File: src/rtl/rx_pixel_writer.sv
// Pixel writer between the CC1200 receive path and frame memory: FIFO-buffered,
// double-banked addressed writes with line/frame bookkeeping and sticky errors.
module rx_pixel_writer #(
  parameter int ADDR_W     = 16,
  parameter int DATA_W     = 12,
  parameter int FIFO_DEPTH = 8,
  parameter int LINE_PIX   = 160
) (
  input  logic              clk,
  input  logic              rst,
  input  logic              FrameSync,
  input  logic              LineSync,
  input  logic [DATA_W-1:0] RxData,
  input  logic              RxValid,
  input  logic [ADDR_W-1:0] RxAdd,
  input  logic              RxAddValid,
  output logic [ADDR_W:0]   mem_addr,
  output logic [DATA_W-1:0] mem_wdata,
  output logic              mem_we,
  input  logic              mem_ready,
  output logic              wr_bank,
  output logic              frame_done,
  output logic [15:0]       line_count,
  output logic              line_pix_err,
  output logic              overflow,
  input  logic              err_clr
);

  localparam int PTR_W   = $clog2(FIFO_DEPTH);
  localparam int ENTRY_W = 1 + ADDR_W + DATA_W;

  typedef enum logic {WAIT_FRAME, IN_FRAME} state_t;

  state_t               state, stateNext;
  logic [ADDR_W-1:0]    curAddr, curAddrNext, pixAddr;
  logic [15:0]          lineCntNext, pixCnt, pixCntNext;
  logic                 bankNext, frameDoneNext, lineErrSet, pushReq, active;

  logic [ENTRY_W-1:0]   fifoMem [FIFO_DEPTH];
  logic [PTR_W:0]       rdPtr, wrPtr;
  logic                 fifoEmpty, fifoFull, doPush, doPop, dropPix;

  always_ff @(posedge clk or posedge rst) begin
    if (rst) state <= WAIT_FRAME;
    else     state <= stateNext;
  end

  // Same-cycle events apply in order FrameSync -> RxAddValid/LineSync -> RxValid,
  // each stage working on the values left by the previous one.
  always_comb begin
    stateNext     = state;
    bankNext      = wr_bank;
    curAddrNext   = curAddr;
    lineCntNext   = line_count;
    pixCntNext    = pixCnt;
    frameDoneNext = 1'b0;
    lineErrSet    = 1'b0;
    pushReq       = 1'b0;
    active        = (state == IN_FRAME);
    if (FrameSync) begin
      if (state == IN_FRAME) begin
        bankNext      = ~wr_bank;
        frameDoneNext = 1'b1;
      end
      stateNext   = IN_FRAME;
      curAddrNext = '0;
      lineCntNext = '0;
      pixCntNext  = '0;
      active      = 1'b1;
    end
    pixAddr = RxAddValid ? RxAdd : curAddrNext;
    if (active) begin
      if (LineSync) begin
        if (pixCntNext != '0 && pixCntNext != 16'(LINE_PIX)) lineErrSet = 1'b1;
        if (lineCntNext != '1) lineCntNext = lineCntNext + 16'd1;
        pixCntNext = '0;
      end
      if (RxValid) begin
        pushReq     = 1'b1;
        curAddrNext = pixAddr + ADDR_W'(1);
        if (pixCntNext != '1) pixCntNext = pixCntNext + 16'd1;
      end else begin
        curAddrNext = pixAddr;
      end
    end
  end

  assign fifoEmpty = (rdPtr == wrPtr);
  assign fifoFull  = (rdPtr[PTR_W] != wrPtr[PTR_W]) &&
                     (rdPtr[PTR_W-1:0] == wrPtr[PTR_W-1:0]);
  assign doPop     = !fifoEmpty && mem_ready;
  assign doPush    = pushReq && (!fifoFull || doPop);
  assign dropPix   = pushReq && !doPush;

  always_ff @(posedge clk or posedge rst) begin
    if (rst) begin
      curAddr      <= '0;
      line_count   <= '0;
      pixCnt       <= '0;
      wr_bank      <= 1'b0;
      frame_done   <= 1'b0;
      line_pix_err <= 1'b0;
      overflow     <= 1'b0;
      rdPtr        <= '0;
      wrPtr        <= '0;
      for (int unsigned i = 0; i < FIFO_DEPTH; i++) fifoMem[i] <= '0;
    end else begin
      curAddr      <= curAddrNext;
      line_count   <= lineCntNext;
      pixCnt       <= pixCntNext;
      wr_bank      <= bankNext;
      frame_done   <= frameDoneNext;
      line_pix_err <= lineErrSet | (line_pix_err & ~err_clr);
      overflow     <= dropPix | (overflow & ~err_clr);
      if (doPop) rdPtr <= rdPtr + (PTR_W+1)'(1);
      if (doPush) begin
        fifoMem[wrPtr[PTR_W-1:0]] <= {bankNext, pixAddr, RxData};
        wrPtr <= wrPtr + (PTR_W+1)'(1);
      end
    end
  end

  assign mem_we                = !fifoEmpty;
  assign {mem_addr, mem_wdata} = fifoMem[rdPtr[PTR_W-1:0]];

endmodule
File: config.mk
export PLATFORM = sky130hd
export DESIGN_NAME = rx_pixel_writer
export DESIGN_NICKNAME = d
export VERILOG_FILES = /design/src/rtl/rx_pixel_writer.sv
export SDC_FILE = /design/constraint.sdc
export NUM_CORES = 1
export LEC_CHECK = 0
export BUFFER_PORTS_ARGS = -buffer_cell sky130_fd_sc_hd__buf_2
export CAP_MARGIN = 20
export CORE_ASPECT_RATIO = 1.5
export CORE_MARGIN = 3
export CORE_UTILIZATION = 51
export DETAILED_ROUTE_END_ITERATION = 10
export PLACE_DENSITY_LB_ADDON = 0.12
export SLEW_MARGIN = 25
export SYNTH_ARGS = -nofsm -noshare
export SYNTH_HDL_FRONTEND = slang
export SYNTH_SLANG_ARGS = --single-unit
File: constraint.sdc
create_clock -name clk -period 9.5 [get_ports clk]
set_clock_uncertainty 0.2 [all_clocks]
set_input_delay 0.475 -clock clk [delete_from_list [all_inputs] [get_ports clk]]
set_output_delay 0.475 -clock clk [all_outputs]
set_load 0.005 [all_outputs]
==> results of run 1 <==
[path summary, 6_finish.rpt]
check / endpoint / from / slack [ps] / cells after the start
max: mem_wdata[5] / rdPtr[0]$_DFFE_PP0P_ / 5850 / 4
min: fifoMem[118]$_DFFE_PP0P_ / RxData[2] / 50 / 2
max reg2reg: fifoMem[149]$_DFFE_PP0P_ / rdPtr[0]$_DFFE_PP0P_ / 5960 / 7
min reg2reg: curAddr[15]$_DFF_PP0_ / curAddr[15]$_DFF_PP0_ / 280 / 2
max in group asynchronous: fifoMem[153]$_DFFE_PP0P_ / rst / 6730 / 5
min in group asynchronous: line_count[0]$_DFF_PP0_ / rst / 360 / 3
[power breakdown]
part	switching, mW	total, mW	internal (mW)
combinational	0.850	1.92	1.07
clock	0.483	1.20	0.718
sequential	0.356	2.15	1.79
[repair_timing]
item / CTS / global route
hold buffers: 3 / 0
endpoints found under the hold margin: 99 / 0
setup endpoints to repair: 0 / 0
[final cells by class]
class,count,area (sq um),area share
clock buffers,42,835,0.0532
inverters,16,67.6,0.00431
well taps,337,422,0.0269
multi-input cells,792,6280,0.400
flip-flops and latches,293,7340,0.468
repair buffers,103,569,0.0363
clock inverters,11,163,0.0104
[synth_stat cells (4+ instances only)]
cell                        number  area share
sky130_fd_sc_hd__a2111oi_4       5      0.0098
sky130_fd_sc_hd__a21oi_1       159       0.057
sky130_fd_sc_hd__a22oi_1         6      0.0032
sky130_fd_sc_hd__a31oi_1         5      0.0022
sky130_fd_sc_hd__and2_1         10      0.0045
sky130_fd_sc_hd__and3_1          9      0.0040
sky130_fd_sc_hd__and4_1          6      0.0038
sky130_fd_sc_hd__buf_1           9      0.0024
sky130_fd_sc_hd__buf_2          24      0.0086
sky130_fd_sc_hd__buf_4           5      0.0027
sky130_fd_sc_hd__clkbuf_1       38       0.010
sky130_fd_sc_hd__dfrtp_1       293        0.52
sky130_fd_sc_hd__ha_1            5      0.0045
sky130_fd_sc_hd__inv_1          15      0.0040
sky130_fd_sc_hd__mux2_2        130        0.10
sky130_fd_sc_hd__mux2i_1         4      0.0029
sky130_fd_sc_hd__mux4_2         58       0.093
sky130_fd_sc_hd__nand2_1        45       0.012
sky130_fd_sc_hd__nand2b_1        7      0.0031
sky130_fd_sc_hd__nand3_1        24      0.0086
sky130_fd_sc_hd__nand4_1        10      0.0045
sky130_fd_sc_hd__nor2_1        162       0.043
sky130_fd_sc_hd__nor2b_1         5      0.0022
sky130_fd_sc_hd__nor3_1          6      0.0021
sky130_fd_sc_hd__nor3b_1        12      0.0064
sky130_fd_sc_hd__nor4_1          7      0.0031
sky130_fd_sc_hd__o21ai_0         8      0.0029
sky130_fd_sc_hd__o31ai_1         4      0.0021
sky130_fd_sc_hd__or3_1           5      0.0022
sky130_fd_sc_hd__or4_1           5      0.0027
sky130_fd_sc_hd__xnor2_1        29       0.018
sky130_fd_sc_hd__xor2_1         10      0.0063
[cells by family after synthesis]
logic type      Yosys count
simple gates            340
flops                   293
fa+ha+maj                 5
xor+xnor                 39
compound gates          216
mux                     192
buf+inv                  95
[per-layer routing]
metal	up-vias	wire (um)	track usage
li1	4350	-	-
met3	56	1050	0.0268
met2	155	16400	0.384
met5	-	0	0
met4	0	848	0.0705
met1	4723	13300	0.279
[sequential cells by signal (all words and copies together), names as in the netlist, 4 cells and up]
signal / flops
fifoMem: 232
curAddr: 16
line_count: 16
pixCnt: 16
rdPtr: 4
wrPtr: 4
==> impl_metrics.ini, run 1 <==
[grt]
grt_antenna_before_repair = 0
first_global_vias = 9715
grtUsageTotal = 0.218
grt_pass1_wl_um = 51800
grt_start_max_net_pins = 99
grt_overflow = 0

[route]
drtAntennaViolNets = 0
drt-vias-per-instance = 5.82
drt_wl_total_um = 31700
firstDrtPassIters = 7
drcViolationCount = 0
vias = 9284
drt_iter0_markers = 511
detail_route.wl_per_cell_um = 19.9

[cts]
cts_tree = yes
numClockSinks = 293
cts_made_buffers = 29
cts_post_setup_buffers_inserted = 0
cts.reportedPaths.clkPinSlew_ps = 70
worst_skew_pair.late_latency_ps = 560
cts_root_buffer = sky130_fd_sc_hd__clkbuf_16
htree_levels = 1
post_cts_resize_count = 0
ctsLongestPathBuffers = 3

[sta]
final.setup.worst_slack_ps = 5850
tightest_slew_ps = 1000
report.final.slew_viol_count = 0
hold_violations = 0
max_frequency_ghz = 0.274
holdWs_ps = 49.0
finalCriticalPeriod_ps = 3650
max-slew-margin-rel = 0.332
final-setup-viol-count = 0
timing.final.crit_share = 0.384
rsz0062_at_grt = no
final.setup.tns_ps = 0

[setup_path]
critical_path.endpoint_type = output port
timing_worst_setup_path_type = flop to output port
crit_path_cell_trace = buf_4 -> mux4_2 -> mux2_2 -> buf_2
worstPathBufferInverterCount = 2
slowest_cell_on_crit_path = sky130_fd_sc_hd__buf_4
worst_path_largest_cell_delay_ps = 710
critPathMaxFanout = 44
critical_path_arrival_ps = 2970
worstSetupStartpointType = flop
timing.critical_path.max_delay_family = multiplexers
required_ps = 8830

[die]
core_area_sq_um = 26800
fp-row-count = 73
starting_density_of_the_core = 0.523
die_w_um = 141
die_area_sq_um = 29500
pin_count = 86
chipHeight_um = 209

[synth]
area_fraction_in_compound_gates_after_synthesis = 0.0959
synthSimpleGateAreaFrac = 0.120
ys.warnings.count = 0
dominant_combinational_cell_family_by_area_after_synthesis = multiplexers
count_of_flip_flops_with_a_built_in_enable_after_synthesis = 0
postSynthAreaPerCell_sq_um = 11.9
synth.net_count = 1221
postSynthRegisterBits = 293
ys_seq_area_frac = 0.524
synth.cell_area_sq_um = 14000
post_synth_num_cell_types = 69
ys_async_sr_fraction = 1.00
synth_ff_type = sky130_fd_sc_hd__dfrtp_1
synthAdderAreaFrac = 0.00447
synthesis.instances = 1180
synth_xor_area_frac = 0.0244
synthMuxAreaShare = 0.201

[run_status]
outcome = completed

[placed_design]
io_buffers = 85
dp.cells = 1537
placedInstanceArea_sq_um = 14600
gp_routability_congestion = 0.793
preCtsSetupSlack_ps = 5800
post-dp-hpwl_um = 19600

[finish]
postLayoutCoreUtil = 0.586
fraction_of_final_layout_cells_with_drive_strength_greater_than_1 = 0.287
layout.cell_area.non_filler_sq_um = 15700
layout.filler_cells = 2252
final_cell_mix = sky130_fd_sc_hd__dfrtp_1 (290), sky130_fd_sc_hd__nor2_1 (162), sky130_fd_sc_hd__a21oi_1 (159), sky130_fd_sc_hd__mux2_2 (130), sky130_fd_sc_hd__buf_2 (86)
finish.cell_count_without_fillers = 1594
flow.area_growth_from_synthesis_pct = 11.9
finish.net_count = 1276
mostFrequentLayoutCell = sky130_fd_sc_hd__dfrtp_1
antenna_cells_inserted = 0

[pwr]
vdd.ir_drop.worst_v = 0.000296
power.leakage_nw = 6.54
powerDensity_nw_per_um2 = 336
total_power_mw = 5.27

[hold_path]
hold_path_class = primary input to flop

[flow_run]
cap_viol_max_count = 0
No activity file was read; power rests on OpenSTA's default activity.
==> run 2, diff against run 1 <==
==> constraint.sdc (replaced) <==
create_clock -name clk -period 3.4 [get_ports clk]
set_clock_uncertainty 0.2 [all_clocks]
set_input_delay 0.17 -clock clk [delete_from_list [all_inputs] [get_ports clk]]
set_output_delay 0.17 -clock clk [all_outputs]
set_load 0.005 [all_outputs]
==> run 2 against run 1 <==
Critical path depth grew 4. Hold slack got worse by 24 ps. Critical path type is now primary input to flop. Cell area grew 3.4%. Combinational power rose to 3.0 times the previous value. Register-to-register slack lost 5300 ps. Highest routed layer unchanged. Die area unchanged. Critical endpoint is now line_count[1]$_DFF_PP0_.
==> impl_metrics.ini, run 2 (same netlist as run 1, synthesis figures left out) <==
[sta]
final-setup-viol-count = 0
timing.final.crit_share = 0.840
finalCriticalPeriod_ps = 2860
rsz0062_at_grt = no
max-slew-margin-rel = 0.357
tightest_slew_ps = 962
report.final.slew_viol_count = 0
max_frequency_ghz = 0.350
hold_violations = 0

[placed_design]
gp_routability_congestion = 0.819
io_buffers = 85
dp.cells = 1567
post-dp-hpwl_um = 20800

[grt]
grtUsageTotal = 0.223
grt_overflow = 0
grt_pass1_wl_um = 53200
first_global_vias = 9985
grt_start_max_net_pins = 62
grt_antenna_before_repair = 0

[setup_path]
critical_path_arrival_ps = 3070
reg2reg_setup_slack_ps = 620
worstSetupStartpointType = primary input
timing.rr.end = line_count[1]$_DFF_PP0_
critical_path.endpoint_type = flop
reg2reg_from = line_count[0]$_DFF_PP0_
required_ps = 3610
r2r_cells = 6
critPathMaxFanout = 21
timing_worst_setup_path_type = primary input to flop

[die]
core_area_sq_um = 26800
starting_density_of_the_core = 0.523
pin_count = 86
die_w_um = 141
chipHeight_um = 209
die_area_sq_um = 29500
fp-row-count = 73

[finish]
flow.area_growth_from_synthesis_pct = 15.8
finish.cell_count_without_fillers = 1650
postLayoutCoreUtil = 0.606
antenna_cells_inserted = 0
final_cell_mix = sky130_fd_sc_hd__dfrtp_1 (290), sky130_fd_sc_hd__nor2_1 (162), sky130_fd_sc_hd__a21oi_1 (159), sky130_fd_sc_hd__mux2_2 (130), sky130_fd_sc_hd__buf_2 (85)
max_reg_flops = 232
finish.net_count = 1335
fraction_of_final_layout_cells_with_drive_strength_greater_than_1 = 0.295
mostFrequentLayoutCell = sky130_fd_sc_hd__dfrtp_1
largest_register = fifoMem

[route]
drt_wl_total_um = 32200
detail_route.wl_per_cell_um = 19.5
drt-vias-per-instance = 5.77
drt_iter0_markers = 444
drtAntennaViolNets = 0
vias = 9524
firstDrtPassIters = 4
drcViolationCount = 0

[cts]
cts_post_setup_buffers_inserted = 0
ctsLongestPathBuffers = 3
htree_levels = 1
post_cts_resize_count = 0
cts_tree = yes
numClockSinks = 293
cts_root_buffer = sky130_fd_sc_hd__clkbuf_16
worst_skew_pair.late_latency_ps = 540
cts.reportedPaths.clkPinSlew_ps = 60
cts_made_buffers = 29

[run_status]
outcome = completed

[pwr]
powerDensity_nw_per_um2 = 903
power.leakage_nw = 6.80
vdd.ir_drop.worst_v = 0.000562

[hold_path]
hold_path_class = primary input to flop
whs_path_depth = 6
hold_path_end = curAddr[7]$_DFF_PP0_
hold_start = RxAdd[5]

[flow_run]
cap_viol_max_count = 0
## run 2: metal layers
metal | wire length (um) | share of wire | up-vias | global-route usage
li1 | - | - | 4478 | -
met1 | 13300 | 0.41 | 4824 | 0.287
met2 | 17200 | 0.53 | 179 | 0.407
met3 | 1190 | 0.037 | 43 | 0.0227
met4 | 544 | 0.017 | 0 | 0.0488
met5 | 0 | 0 | - | 0
## run 2: where the power goes
group	total, mW	internal, mW	switching [mW]
Combinational	5.73	3.13	2.60
Clock	3.13	1.84	1.29
Sequential	5.78	5.01	0.771
Total	14.6	9.98	4.66
## run 2: worst max-delay path: stages
cell and delay [ps]:
sky130_fd_sc_hd__dlygate4sd3_1 530, sky130_fd_sc_hd__buf_2 260, sky130_fd_sc_hd__nor2b_1 250, sky130_fd_sc_hd__ha_1 190
sky130_fd_sc_hd__and4b_1 270, sky130_fd_sc_hd__nand3_1 180, sky130_fd_sc_hd__o21bai_1 800, sky130_fd_sc_hd__mux2_2 410
## run 2: repair_timing
item,4_1_cts,5_1_grt
hold buffers,33,0
setup endpoints to repair,0,0
endpoints found under the hold margin,232,0
## run 2: area by class of cell
cell class                 instances  area (sq um)
timing repair buffer             162          1190
fill                            2162         10600
clock buffer                      42           835
multi-input combinational        792          6270
inverter                          16          63.8
clock inverter                     8          90.1
sequential                       293          7340
tap                              337           422
## run 2: how the worst max path moves through the flow
stage / from / end / slack (ps) / cells after the start
finish: FrameSync / line_count[1]$_DFF_PP0_ / 540 / 8
global route: FrameSync / line_count[3]$_DFF_PP0_ / 360 / 9
floorplan: rst / curAddr[0]$_DFF_PP0_ / -860 / 1
global placement: FrameSync / line_count[1]$_DFF_PP0_ / 620 / 7
detailed placement: FrameSync / line_count[1]$_DFF_PP0_ / 530 / 7
CTS: rdPtr[0]$_DFFE_PP0P_ / mem_addr[13] / 520 / 4
## run 2: per-stage QoR
stage | setup slack [ps] | power (mW) | hold WS [ps] | cell area (sq um) | TNS, ps
detailed placement | 533 | 11.7 | 191 | 15000 | 0
floorplan | -859 | 9.88 | 68.8 | 14000 | -251730
finish | 544 | 14.6 | 25.1 | 16200 | 0
global placement | 623 | 11.5 | 189 | 15000 | 0
global route | 364 | 15.7 | 56.1 | 16200 | 0
CTS | 518 | 14.9 | 10.5 | 16200 | 0
